==> config.mk <==
export PLATFORM = sky130hd
export DESIGN_NAME = id_ex_stage_flat
export DESIGN_NICKNAME = d
export VERILOG_FILES = /design/src/rtl/id_ex_pkg.sv /design/src/rtl/id_ex_stage_if.sv /design/src/rtl/id_ex_stage_load_use_detect.sv /design/src/rtl/id_ex_stage.sv /design/src/flat_wrapper.sv
export SDC_FILE = /design/constraint.sdc
export NUM_CORES = 1
export LEC_CHECK = 0
export ABC_AREA = 1
export CORE_ASPECT_RATIO = 1.1
export CORE_MARGIN = 10
export CORE_UTILIZATION = 41
export CTS_CLUSTER_DIAMETER = 30
export CTS_CLUSTER_SIZE = 24
export DETAILED_ROUTE_END_ITERATION = 6
export PLACE_DENSITY_LB_ADDON = 0.15
export SYNTH_ARGS = -nofsm -noshare
export SYNTH_HDL_FRONTEND = slang
export SYNTH_SLANG_ARGS = --single-unit
==> constraint.sdc <==
create_clock -name clk -period 1.8 [get_ports clk]
set_input_delay 0.18 -clock clk [delete_from_list [all_inputs] [get_ports clk]]
set_output_delay 0.18 -clock clk [all_outputs]
set_load 0.02 [all_outputs]
==> src/rtl/id_ex_pkg.sv <==
// Shared types and helpers for the decode->execute pipeline register.
// Holds the execute control bundle layout and the write-back bypass match rule.
package id_ex_pkg;

    localparam int REG_AW = 5;

    typedef struct packed {
        logic [3:0] alu_op;
        logic       alu_src;
        logic       mem_write;
        logic       reg_write;
        logic       branch;
        logic       jump;
        logic [6:0] rsvd;
    } ctrl_t;

    localparam int CTRL_W = $bits(ctrl_t);

    // x0 is hard-wired zero, so a write to it must never forward.
    function automatic logic bypass_hit(input logic              we,
                                        input logic [REG_AW-1:0] wrd,
                                        input logic [REG_AW-1:0] rs);
        return we && (wrd != '0) && (wrd == rs);
    endfunction

endpackage

==> src/rtl/id_ex_stage_if.sv <==
// Decode/regfile/write-back/execute signal bundle around the ID/EX register.
// master = surrounding pipeline, slave = the ID/EX stage itself.
interface id_ex_stage_if #(
    parameter int DATA_W = 32,
    parameter int REG_W  = 5,
    parameter int PC_W   = 32,
    parameter int CTRL_W = 16
);
    logic              id_valid;
    logic [PC_W-1:0]   id_pc;
    logic [REG_W-1:0]  id_rs1;
    logic [REG_W-1:0]  id_rs2;
    logic              id_rs1_used;
    logic              id_rs2_used;
    logic [REG_W-1:0]  id_rd;
    logic [DATA_W-1:0] id_imm;
    logic [CTRL_W-1:0] id_ctrl;
    logic              id_mem_read;
    logic [DATA_W-1:0] rf_rdata1;
    logic [DATA_W-1:0] rf_rdata2;
    logic              wb_we;
    logic [REG_W-1:0]  wb_rd;
    logic [DATA_W-1:0] wb_wdata;
    logic              ex_ready;
    logic              ex_flush;
    logic              id_stall;
    logic              ex_valid;
    logic [PC_W-1:0]   ex_pc;
    logic [REG_W-1:0]  ex_rs1;
    logic [REG_W-1:0]  ex_rs2;
    logic [REG_W-1:0]  ex_rd;
    logic [DATA_W-1:0] ex_imm;
    logic [CTRL_W-1:0] ex_ctrl;
    logic              ex_mem_read;
    logic [DATA_W-1:0] ex_op1;
    logic [DATA_W-1:0] ex_op2;

    modport master (
        output id_valid, id_pc, id_rs1, id_rs2, id_rs1_used, id_rs2_used, id_rd,
               id_imm, id_ctrl, id_mem_read, rf_rdata1, rf_rdata2,
               wb_we, wb_rd, wb_wdata, ex_ready, ex_flush,
        input  id_stall, ex_valid, ex_pc, ex_rs1, ex_rs2, ex_rd, ex_imm, ex_ctrl,
               ex_mem_read, ex_op1, ex_op2
    );

    modport slave (
        input  id_valid, id_pc, id_rs1, id_rs2, id_rs1_used, id_rs2_used, id_rd,
               id_imm, id_ctrl, id_mem_read, rf_rdata1, rf_rdata2,
               wb_we, wb_rd, wb_wdata, ex_ready, ex_flush,
        output id_stall, ex_valid, ex_pc, ex_rs1, ex_rs2, ex_rd, ex_imm, ex_ctrl,
               ex_mem_read, ex_op1, ex_op2
    );

endinterface

==> src/rtl/id_ex_stage_load_use_detect.sv <==
// Combinational load-use hazard detect: a load in EX whose rd feeds the
// instruction in ID. Kept standalone so the hazard unit can reuse it.
module load_use_detect #(
    parameter int REG_W = 5
) (
    input  logic             i_ex_valid,
    input  logic             i_ex_mem_read,
    input  logic [REG_W-1:0] i_ex_rd,
    input  logic             i_id_valid,
    input  logic [REG_W-1:0] i_id_rs1,
    input  logic [REG_W-1:0] i_id_rs2,
    input  logic             i_id_rs1_used,
    input  logic             i_id_rs2_used,
    output logic             o_load_use
);
    logic w_rs1_hit;
    logic w_rs2_hit;

    assign w_rs1_hit  = i_id_rs1_used && (i_id_rs1 == i_ex_rd);
    assign w_rs2_hit  = i_id_rs2_used && (i_id_rs2 == i_ex_rd);
    assign o_load_use = i_id_valid && i_ex_valid && i_ex_mem_read &&
                        (i_ex_rd != '0) && (w_rs1_hit || w_rs2_hit);

endmodule

==> src/rtl/id_ex_stage.sv <==
// ID/EX pipeline register with write-back bypass, load-use bubble, hold and flush.
// Optional ID_EX_PERF_EN adds saturating stall/bubble counters.
module id_ex_stage
    import id_ex_pkg::*;
#(
    parameter int DATA_W = 32,
    parameter int REG_W  = REG_AW,
    parameter int PC_W   = 32
) (
    input  logic          clk,
    input  logic          reset,
    id_ex_stage_if.slave  bus
`ifdef ID_EX_PERF_EN
    ,
    output logic [31:0]   perf_stall_cnt,
    output logic [31:0]   perf_bubble_cnt
`endif
);
    logic              r_valid;
    logic [PC_W-1:0]   r_pc;
    logic [REG_W-1:0]  r_rs1;
    logic [REG_W-1:0]  r_rs2;
    logic [REG_W-1:0]  r_rd;
    logic [DATA_W-1:0] r_imm;
    logic [CTRL_W-1:0] r_ctrl;
    logic              r_mem_read;
    logic [DATA_W-1:0] r_op1;
    logic [DATA_W-1:0] r_op2;

    logic              w_load_use;
    logic              w_stall;

    load_use_detect #(.REG_W(REG_W)) u_lud (
        .i_ex_valid    (r_valid),
        .i_ex_mem_read (r_mem_read),
        .i_ex_rd       (r_rd),
        .i_id_valid    (bus.id_valid),
        .i_id_rs1      (bus.id_rs1),
        .i_id_rs2      (bus.id_rs2),
        .i_id_rs1_used (bus.id_rs1_used),
        .i_id_rs2_used (bus.id_rs2_used),
        .o_load_use    (w_load_use)
    );

    // A flush kills the ID slot anyway, so it overrides any stall reason.
    assign w_stall = !reset && !bus.ex_flush && (!bus.ex_ready || w_load_use);

    always_ff @(posedge clk) begin
        if (reset) begin
            r_valid    <= 1'b0;
            r_pc       <= '0;
            r_rs1      <= '0;
            r_rs2      <= '0;
            r_rd       <= '0;
            r_imm      <= '0;
            r_ctrl     <= '0;
            r_mem_read <= 1'b0;
            r_op1      <= '0;
            r_op2      <= '0;
        end else if (bus.ex_flush) begin
            r_valid <= 1'b0;
        end else if (!bus.ex_ready) begin
            // Held operands still track write-back so they are not stale on release.
            if (bypass_hit(bus.wb_we, bus.wb_rd, r_rs1)) r_op1 <= bus.wb_wdata;
            if (bypass_hit(bus.wb_we, bus.wb_rd, r_rs2)) r_op2 <= bus.wb_wdata;
        end else if (w_load_use) begin
            r_valid <= 1'b0;
        end else begin
            r_valid    <= bus.id_valid;
            r_pc       <= bus.id_pc;
            r_rs1      <= bus.id_rs1;
            r_rs2      <= bus.id_rs2;
            r_rd       <= bus.id_rd;
            r_imm      <= bus.id_imm;
            r_ctrl     <= bus.id_ctrl;
            r_mem_read <= bus.id_mem_read;
            r_op1      <= bypass_hit(bus.wb_we, bus.wb_rd, bus.id_rs1) ? bus.wb_wdata
                                                                       : bus.rf_rdata1;
            r_op2      <= bypass_hit(bus.wb_we, bus.wb_rd, bus.id_rs2) ? bus.wb_wdata
                                                                       : bus.rf_rdata2;
        end
    end

    assign bus.id_stall    = w_stall;
    assign bus.ex_valid    = r_valid;
    assign bus.ex_pc       = r_pc;
    assign bus.ex_rs1      = r_rs1;
    assign bus.ex_rs2      = r_rs2;
    assign bus.ex_rd       = r_rd;
    assign bus.ex_imm      = r_imm;
    assign bus.ex_ctrl     = r_ctrl;
    assign bus.ex_mem_read = r_mem_read;
    assign bus.ex_op1      = r_op1;
    assign bus.ex_op2      = r_op2;

`ifdef ID_EX_PERF_EN
    logic [31:0] r_perf_stall_cnt;
    logic [31:0] r_perf_bubble_cnt;
    logic        w_bubble;

    assign w_bubble = !reset && !bus.ex_flush && bus.ex_ready && w_load_use;

    always_ff @(posedge clk) begin
        if (reset) begin
            r_perf_stall_cnt  <= '0;
            r_perf_bubble_cnt <= '0;
        end else begin
            if (w_stall && (r_perf_stall_cnt != '1))
                r_perf_stall_cnt <= r_perf_stall_cnt + 32'd1;
            if (w_bubble && (r_perf_bubble_cnt != '1))
                r_perf_bubble_cnt <= r_perf_bubble_cnt + 32'd1;
        end
    end

    assign perf_stall_cnt  = r_perf_stall_cnt;
    assign perf_bubble_cnt = r_perf_bubble_cnt;
`endif

endmodule

==> src/flat_wrapper.sv <==
// flat-port wrapper written by rule: the top's interface ports become plain ports
module id_ex_stage_flat import id_ex_pkg::*;
#(
    parameter int DATA_W = 32,
    parameter int REG_W  = REG_AW,
    parameter int PC_W   = 32
)
  (clk, reset, bus_id_valid, bus_id_pc, bus_id_rs1, bus_id_rs2, bus_id_rs1_used, bus_id_rs2_used, bus_id_rd, bus_id_imm, bus_id_ctrl, bus_id_mem_read, bus_rf_rdata1, bus_rf_rdata2, bus_wb_we, bus_wb_rd, bus_wb_wdata, bus_ex_ready, bus_ex_flush, bus_id_stall, bus_ex_valid, bus_ex_pc, bus_ex_rs1, bus_ex_rs2, bus_ex_rd, bus_ex_imm, bus_ex_ctrl, bus_ex_mem_read, bus_ex_op1, bus_ex_op2);
  id_ex_stage_if #(.DATA_W(DATA_W), .REG_W(REG_W), .PC_W(PC_W), .CTRL_W(CTRL_W)) bus_i ();
  input  logic clk;
  input  logic reset;
  input wire logic [$bits(bus_i.id_valid)-1:0] bus_id_valid;
  input wire logic [$bits(bus_i.id_pc)-1:0] bus_id_pc;
  input wire logic [$bits(bus_i.id_rs1)-1:0] bus_id_rs1;
  input wire logic [$bits(bus_i.id_rs2)-1:0] bus_id_rs2;
  input wire logic [$bits(bus_i.id_rs1_used)-1:0] bus_id_rs1_used;
  input wire logic [$bits(bus_i.id_rs2_used)-1:0] bus_id_rs2_used;
  input wire logic [$bits(bus_i.id_rd)-1:0] bus_id_rd;
  input wire logic [$bits(bus_i.id_imm)-1:0] bus_id_imm;
  input wire logic [$bits(bus_i.id_ctrl)-1:0] bus_id_ctrl;
  input wire logic [$bits(bus_i.id_mem_read)-1:0] bus_id_mem_read;
  input wire logic [$bits(bus_i.rf_rdata1)-1:0] bus_rf_rdata1;
  input wire logic [$bits(bus_i.rf_rdata2)-1:0] bus_rf_rdata2;
  input wire logic [$bits(bus_i.wb_we)-1:0] bus_wb_we;
  input wire logic [$bits(bus_i.wb_rd)-1:0] bus_wb_rd;
  input wire logic [$bits(bus_i.wb_wdata)-1:0] bus_wb_wdata;
  input wire logic [$bits(bus_i.ex_ready)-1:0] bus_ex_ready;
  input wire logic [$bits(bus_i.ex_flush)-1:0] bus_ex_flush;
  output wire logic [$bits(bus_i.id_stall)-1:0] bus_id_stall;
  output wire logic [$bits(bus_i.ex_valid)-1:0] bus_ex_valid;
  output wire logic [$bits(bus_i.ex_pc)-1:0] bus_ex_pc;
  output wire logic [$bits(bus_i.ex_rs1)-1:0] bus_ex_rs1;
  output wire logic [$bits(bus_i.ex_rs2)-1:0] bus_ex_rs2;
  output wire logic [$bits(bus_i.ex_rd)-1:0] bus_ex_rd;
  output wire logic [$bits(bus_i.ex_imm)-1:0] bus_ex_imm;
  output wire logic [$bits(bus_i.ex_ctrl)-1:0] bus_ex_ctrl;
  output wire logic [$bits(bus_i.ex_mem_read)-1:0] bus_ex_mem_read;
  output wire logic [$bits(bus_i.ex_op1)-1:0] bus_ex_op1;
  output wire logic [$bits(bus_i.ex_op2)-1:0] bus_ex_op2;
  assign bus_i.id_valid = bus_id_valid;
  assign bus_i.id_pc = bus_id_pc;
  assign bus_i.id_rs1 = bus_id_rs1;
  assign bus_i.id_rs2 = bus_id_rs2;
  assign bus_i.id_rs1_used = bus_id_rs1_used;
  assign bus_i.id_rs2_used = bus_id_rs2_used;
  assign bus_i.id_rd = bus_id_rd;
  assign bus_i.id_imm = bus_id_imm;
  assign bus_i.id_ctrl = bus_id_ctrl;
  assign bus_i.id_mem_read = bus_id_mem_read;
  assign bus_i.rf_rdata1 = bus_rf_rdata1;
  assign bus_i.rf_rdata2 = bus_rf_rdata2;
  assign bus_i.wb_we = bus_wb_we;
  assign bus_i.wb_rd = bus_wb_rd;
  assign bus_i.wb_wdata = bus_wb_wdata;
  assign bus_i.ex_ready = bus_ex_ready;
  assign bus_i.ex_flush = bus_ex_flush;
  assign bus_id_stall = bus_i.id_stall;
  assign bus_ex_valid = bus_i.ex_valid;
  assign bus_ex_pc = bus_i.ex_pc;
  assign bus_ex_rs1 = bus_i.ex_rs1;
  assign bus_ex_rs2 = bus_i.ex_rs2;
  assign bus_ex_rd = bus_i.ex_rd;
  assign bus_ex_imm = bus_i.ex_imm;
  assign bus_ex_ctrl = bus_i.ex_ctrl;
  assign bus_ex_mem_read = bus_i.ex_mem_read;
  assign bus_ex_op1 = bus_i.ex_op1;
  assign bus_ex_op2 = bus_i.ex_op2;
  id_ex_stage #(.DATA_W(DATA_W), .REG_W(REG_W), .PC_W(PC_W)) u_core (.clk(clk), .reset(reset), .bus(bus_i));
endmodule
Word level (Yosys, flattened, before mapping)

Cells that the tools add are included.
Widths: inputs -> output; s select.

Bits in registers: 161
Input port bits: 205
Output and inout port bits: 162
Word-level logic and storage cells: 54

Equality and inequality tests: 7
Multiplexer cells: 9
Bitwise gates (word level): 2
Reduce and logical (&&, ||, !) cells: 26

Operators with widths:

| cell               | number |
|---|---|
| $mux 32            | 8 |
| $eq 5x5->1         | 6 |
| $logic_and 1x1->1  | 13 |
| $reduce_bool 5->1  | 2 |
| $reduce_and 3->1   | 3 |
| $reduce_bool 2->1  | 2 |
| $logic_not 1->1    | 3 |
| $logic_or 1x1->1   | 2 |
| $ne 2x2->1 const B | 1 |
| $not 1->1          | 2 |
| $reduce_or 2->1    | 1 |
| $mux 1             | 1 |

Depth between registers and ports, before layout

Word-level depth: 6
Gate-level depth with buffers: 13

Hierarchy

A second synthesis with hierarchy kept.

Cells, all modules: 1218
Area total of the unflattened synthesis: 7591.0 µm²

By module, submodules not included:

| module          | times used | cells each | area an instance (µm²) | seq. area each (µm²) |
|---|---|---|---|---|
| id_ex_stage     | 1          | 1162       | 7360.8                 | 3223.1 |
| load_use_detect | 1          | 56         | 230.2                  | 0.0 |

Worst setup path before layout

OpenSTA, ideal clock, no wires.

Path type: reg-to-output
Start point: reg u_core.r_rd[0], in the netlist u_core.bus.ex_rd[0]
End point: out bus_id_stall
Arrival time: 1553 ps
Required time: 1620 ps
Slack: 67 ps
Cell stages (with the launch flop): 10
Cells stage by stage: dfxtp_1 inv_1 nand2_1 nand2_1 nor2_1 nand3_1 nand2_1 nand2_2 buf_2 a21oi_1

Cells in the longest elaborated chain, start to end: 6
Elaborated cells between the ends (all ways): 10
Those cells by class: 2 x eq/ne; 8 x reduce/logical

Ends and longest elaborated chain:

| item                                        | RTL line                                                             | source |
|---|---|---|
| start: declaration                          | id_ex_stage.sv:23                                                    | `logic [REG_W-1:0] r_rd;` |
| start signal: assignment                    | id_ex_stage.sv:73                                                    | `r_rd <= bus.id_rd;` |
| $eq 5x5->1, on equally long branches        | id_ex_stage_load_use_detect.sv:19, id_ex_stage_load_use_detect.sv:20 |  |
| $logic_and 1x1->1, on equally long branches | id_ex_stage_load_use_detect.sv:19, id_ex_stage_load_use_detect.sv:20 |  |
| $logic_or 1x1->1                            | id_ex_stage_load_use_detect.sv:22                                    | `(i_ex_rd != '0) && (w_rs1_hit \|\| w_rs2_hit);` |
| $logic_and 1x1->1 *                         | id_ex_stage_load_use_detect.sv:22                                    |  |
| $logic_or 1x1->1 *                          | id_ex_stage.sv:46                                                    | `assign w_stall = !reset && !bus.ex_flush && (!bus.ex_ready \|\| w_load_use);` |
| $logic_and 1x1->1 *                         | id_ex_stage.sv:46                                                    |  |
| end: declaration                            | flat_wrapper.sv:29                                                   | `output wire logic [$bits(bus_i.id_stall)-1:0] bus_id_stall;` |

Every way passes the cells marked *; elsewhere a longest branch is shown, timed or not.

Worst setup path after layout

Same ends and word-level chain as after synthesis.

==> summary.md <==
| Metric | Value |
|---|---|
| Slew Viols, Final | 0 |
| Pwr dens | 747 nW/um^2 |
| Worst IR Drop VDD | 0.736 mV |
| DR WL/cell | about 19 um |
| Post-Synth Simple-Gate Area | 40.4% |
| Unrepaired setup endpoints after global routing | yes |
| Period utilization | 101% |
| Flops & latches, synth | 161 |
| Post-Synthesis Cells | 1191 |
| Final WL | 35600 um |
| Compound-Gate Fraction of Synth Area | 6.62% |
| Met3 WL | 4050 um |
| Seq pwr share | between 30% and 40% |
| Synthesized area | approximately 7700 sq um |
| Yosys cell types | 21 |
| Initial Utilization | 41.8% |
| Highest Signal Layer | met4 |
| Leakage | ~6.0 nW |
| Post-DP HPWL | 23600 um |
| Number of CTS-inserted buffers | 17 |
| Max Freq | 0.549 GHz |
| Initial antenna violation count | 4 |
| Largest net degree at the start of global routing | 90 |
| Share of layout cells above drive strength 1 | about 15% |
| Syn avg cell area | 6.46 sq um |
| Asr flop ratio synth | 0% |
| CP Data Required Time | ~1.6 ns |
| Normalized max-slew margin | 29.3% |
| CP max FO | 5 |
| Crit Path Category | reg2out |
| Clock power frac | 36.8% |
| Clock slew at the register clock pins of the worst setup and hold paths | about 0.06 ns |
| First-pass GRT wire length | 48900 um |
| Skew-Pair Late Insertion Delay | between 0.4 and 0.5 ns |
| Biggest area consumer among synthesized cells | dfxtp_1 |
| Syn nets | 1396 |
| Die area | 24600 sq um |
| Hold Crit Depth | 4 |
| Setup slack after layout | -0.0219 ns |
| NetSw | between 2 and 3 mW |
| Final core occ | 73.5% |
| I/O pin count | 367 |
| Max-cap violations | 0 |
| FF-to-FF path depth | 12 |
| Worst setup EP type | output port |
| Ys flop type | dfxtp_1 |
| Slew @ Worst Pin | 1.06 ns |
| 1st-iter DRT viols | 594 |
| Largest family of logic cells by synthesized area | simple AND/OR/NAND/NOR gates |
| YS warnings | 0 |
| Post-synthesis sequential area ratio | about two fifths |
| Hold Crit Class | in2reg |
| Die width | 151 um |
| Mux share of post-synthesis cell area | 0% |
| Die Y | 164 um |
| Critical path arrival | 1.64 ns |
| Pre-Repair DR Iteration Count | 7 |
| Area share of the largest cell type after synthesis | between 40% and 50% |
| Post-Synth XOR/XNOR Area | roughly 1.1% |
| Clock sinks | 161 |
| Port Buffers | 366 |
| Vias in the first global route | 8919 |
| Max clock buf depth | 2 |
| NumNets Final | about 1800 |
| Tot GR Track Use | 25.3% |
| Clock root buffer | clkbuf_16 |
| Met2 wire length | 17900 um |
| Final hold slack | a little under 0.09 ns |
| Remaining DRCs | 1 |
| DR vias | 9396 |
| H-Tree Depth | 4 |
| Post-route ant nets | 0 |
| Final min period | 1.82 ns |
| Core box area | 18400 sq um |
| Site Rows | 52 |
| Top post-synthesis cells by count | nand2_1 (406), dfxtp_1 (161), nor2_1 (160) |
| Wl on met1 | 12600 um |
| CP startpoint kind | register |
| Setup Viol. Count Final | 2 |
| Post-Synth Adder-Cell Area | 0% |
| Violated checks | DRC, setup timing |
| Fin Setup TNS | -0.0237 ns |
| P_int | 7.13 mW |
| Routability cong. | 0.879 |
| Switching Share | 29.5% |
| Vias/cell | 5.09 |
| Status | complete, but fails checks |
| CTS tree | done |
| Dominant cell by count in the synthesized netlist | nand2_1 |
| Top post-synthesis cells by area | dfxtp_1 (42%), nand2_1 (20%), nor2_1 (7.8%) |
| Overflow after GRT | 0 |
| Area Overhead vs Synth | 75.9% |
| EDFF count, synth | 0 |
| Combinational share of power | 24.6% |
| Clk_skew | roughly 0.014 ns |
| Final Hold Fails | 0 |
## kinds of logic after synthesis
logic type	count (synthesis)
XOR/XNOR	10
AO/OA/AOI/OAI	101
flip-flops	161
AND/OR/NAND/NOR	736
buffers and inverters	183
## placed cells by master (no fill, tap or decap), drive strengths merged
master and n:
clkbuf 37, clkdlybuf4s50 361, bufinv 1, dlygate4sd2 1
dfxtp 161, xnor2 6, nand4 94, inv 97
buf 85, xor2 4, clkinv 3, o21ai 6
diode 6, a21oi 95, dlymetal6s2s 1, nor2 160
clkinvlp 1, nand3 72, nand2 411
## metrics by stage
step	setup WS, ns	total power, mW	cell area [sq um]	cells
detailed placement	-0.821	6.20	11900	1775
CTS	-0.0425	9.90	12600	1809
floorplan	0.0670	4.96	7690	1191
finish	-0.0219	10.1	13500	1845
global route	-0.0965	10.5	13500	1842
global placement	-0.724	6.18	11900	1775
## state kept, by name, summed over array words and instances, names as in the netlist
| register | count |
|---|---|
| u_core.bus.ex_imm | 32 |
| u_core.bus.ex_op1 | 32 |
| u_core.bus.ex_op2 | 32 |
| u_core.bus.ex_pc | 32 |
| u_core.bus.ex_ctrl | 16 |
| u_core.bus.ex_rd | 5 |
| u_core.bus.ex_rs1 | 5 |
| u_core.bus.ex_rs2 | 5 |
| u_core.bus.ex_mem_read | 1 |
| u_core.bus.ex_valid | 1 |
## layer usage
| layer | GRT usage, % | vias to the layer above |
|---|---|---|
| li1 | - | 4587 |
| met1 | 26.6 | 4345 |
| met2 | 42.8 | 404 |
| met3 | 11.7 | 60 |
| met4 | 10.2 | 0 |
| met5 | 0 | - |
## final timing paths
check	endpoint	slack, ns	startpoint
worst max register to register	u_core.bus.ex_pc[4]$_SDFFE_PP0P_	0	u_core.bus.ex_rd[0]$_SDFFE_PP0P_
worst min register to register	u_core.bus.ex_pc[1]$_SDFFE_PP0P_	0.46	u_core.bus.ex_pc[1]$_SDFFE_PP0P_
worst min-delay path	u_core.bus.ex_valid$_SDFFE_PN0P_	0.09	reset
worst max-delay path	bus_id_stall	-0.02	u_core.bus.ex_rd[0]$_SDFFE_PP0P_
## worst max-delay path: stages, from the launching register on
cell and delay (ns):
dfxtp_4 0.39, inv_4 0.04, nand2_1 0.05, nand2_1 0.05, nor2_2 0.13, nand3_1 0.09
nand2_2 0.11, nand2_4 0.07, a21oi_2 0.14, buf_6 0.14
## power groups by stage
| stage | logic (mW) | registers (mW) | clock network [mW] |
|---|---|---|---|
| floorplan | 0.759 | 4.21 | 0 |
| global placement | 2.22 | 3.96 | 0 |
| detailed placement | 2.23 | 3.97 | 0 |
| CTS | 2.25 | 3.89 | 3.77 |
| global route | 2.67 | 3.93 | 3.94 |
| finish | 2.48 | 3.91 | 3.72 |
## layout make-up
cell class | count | area [sq um]
Antenna cell | 6 | 15.0
Clock buffer | 21 | 480
Clock inverter | 11 | 118
Fill cell | 1484 | 4880
Inverter | 91 | 347
Multi-Input combinational cell | 848 | 4060
Sequential cell | 161 | 3240
Tap cell | 243 | 304
Timing Repair Buffer | 464 | 4970
## repair_timing
action,CTS,global route
gates resized for setup,29,120
hold buffers,0,0
hold endpoints to repair,0,0
cloned,1,24
setup endpoints to repair,166,163
pin swaps,5,14
buffers inserted,1,7
Note: power is estimated with default switching activity, not from simulation.
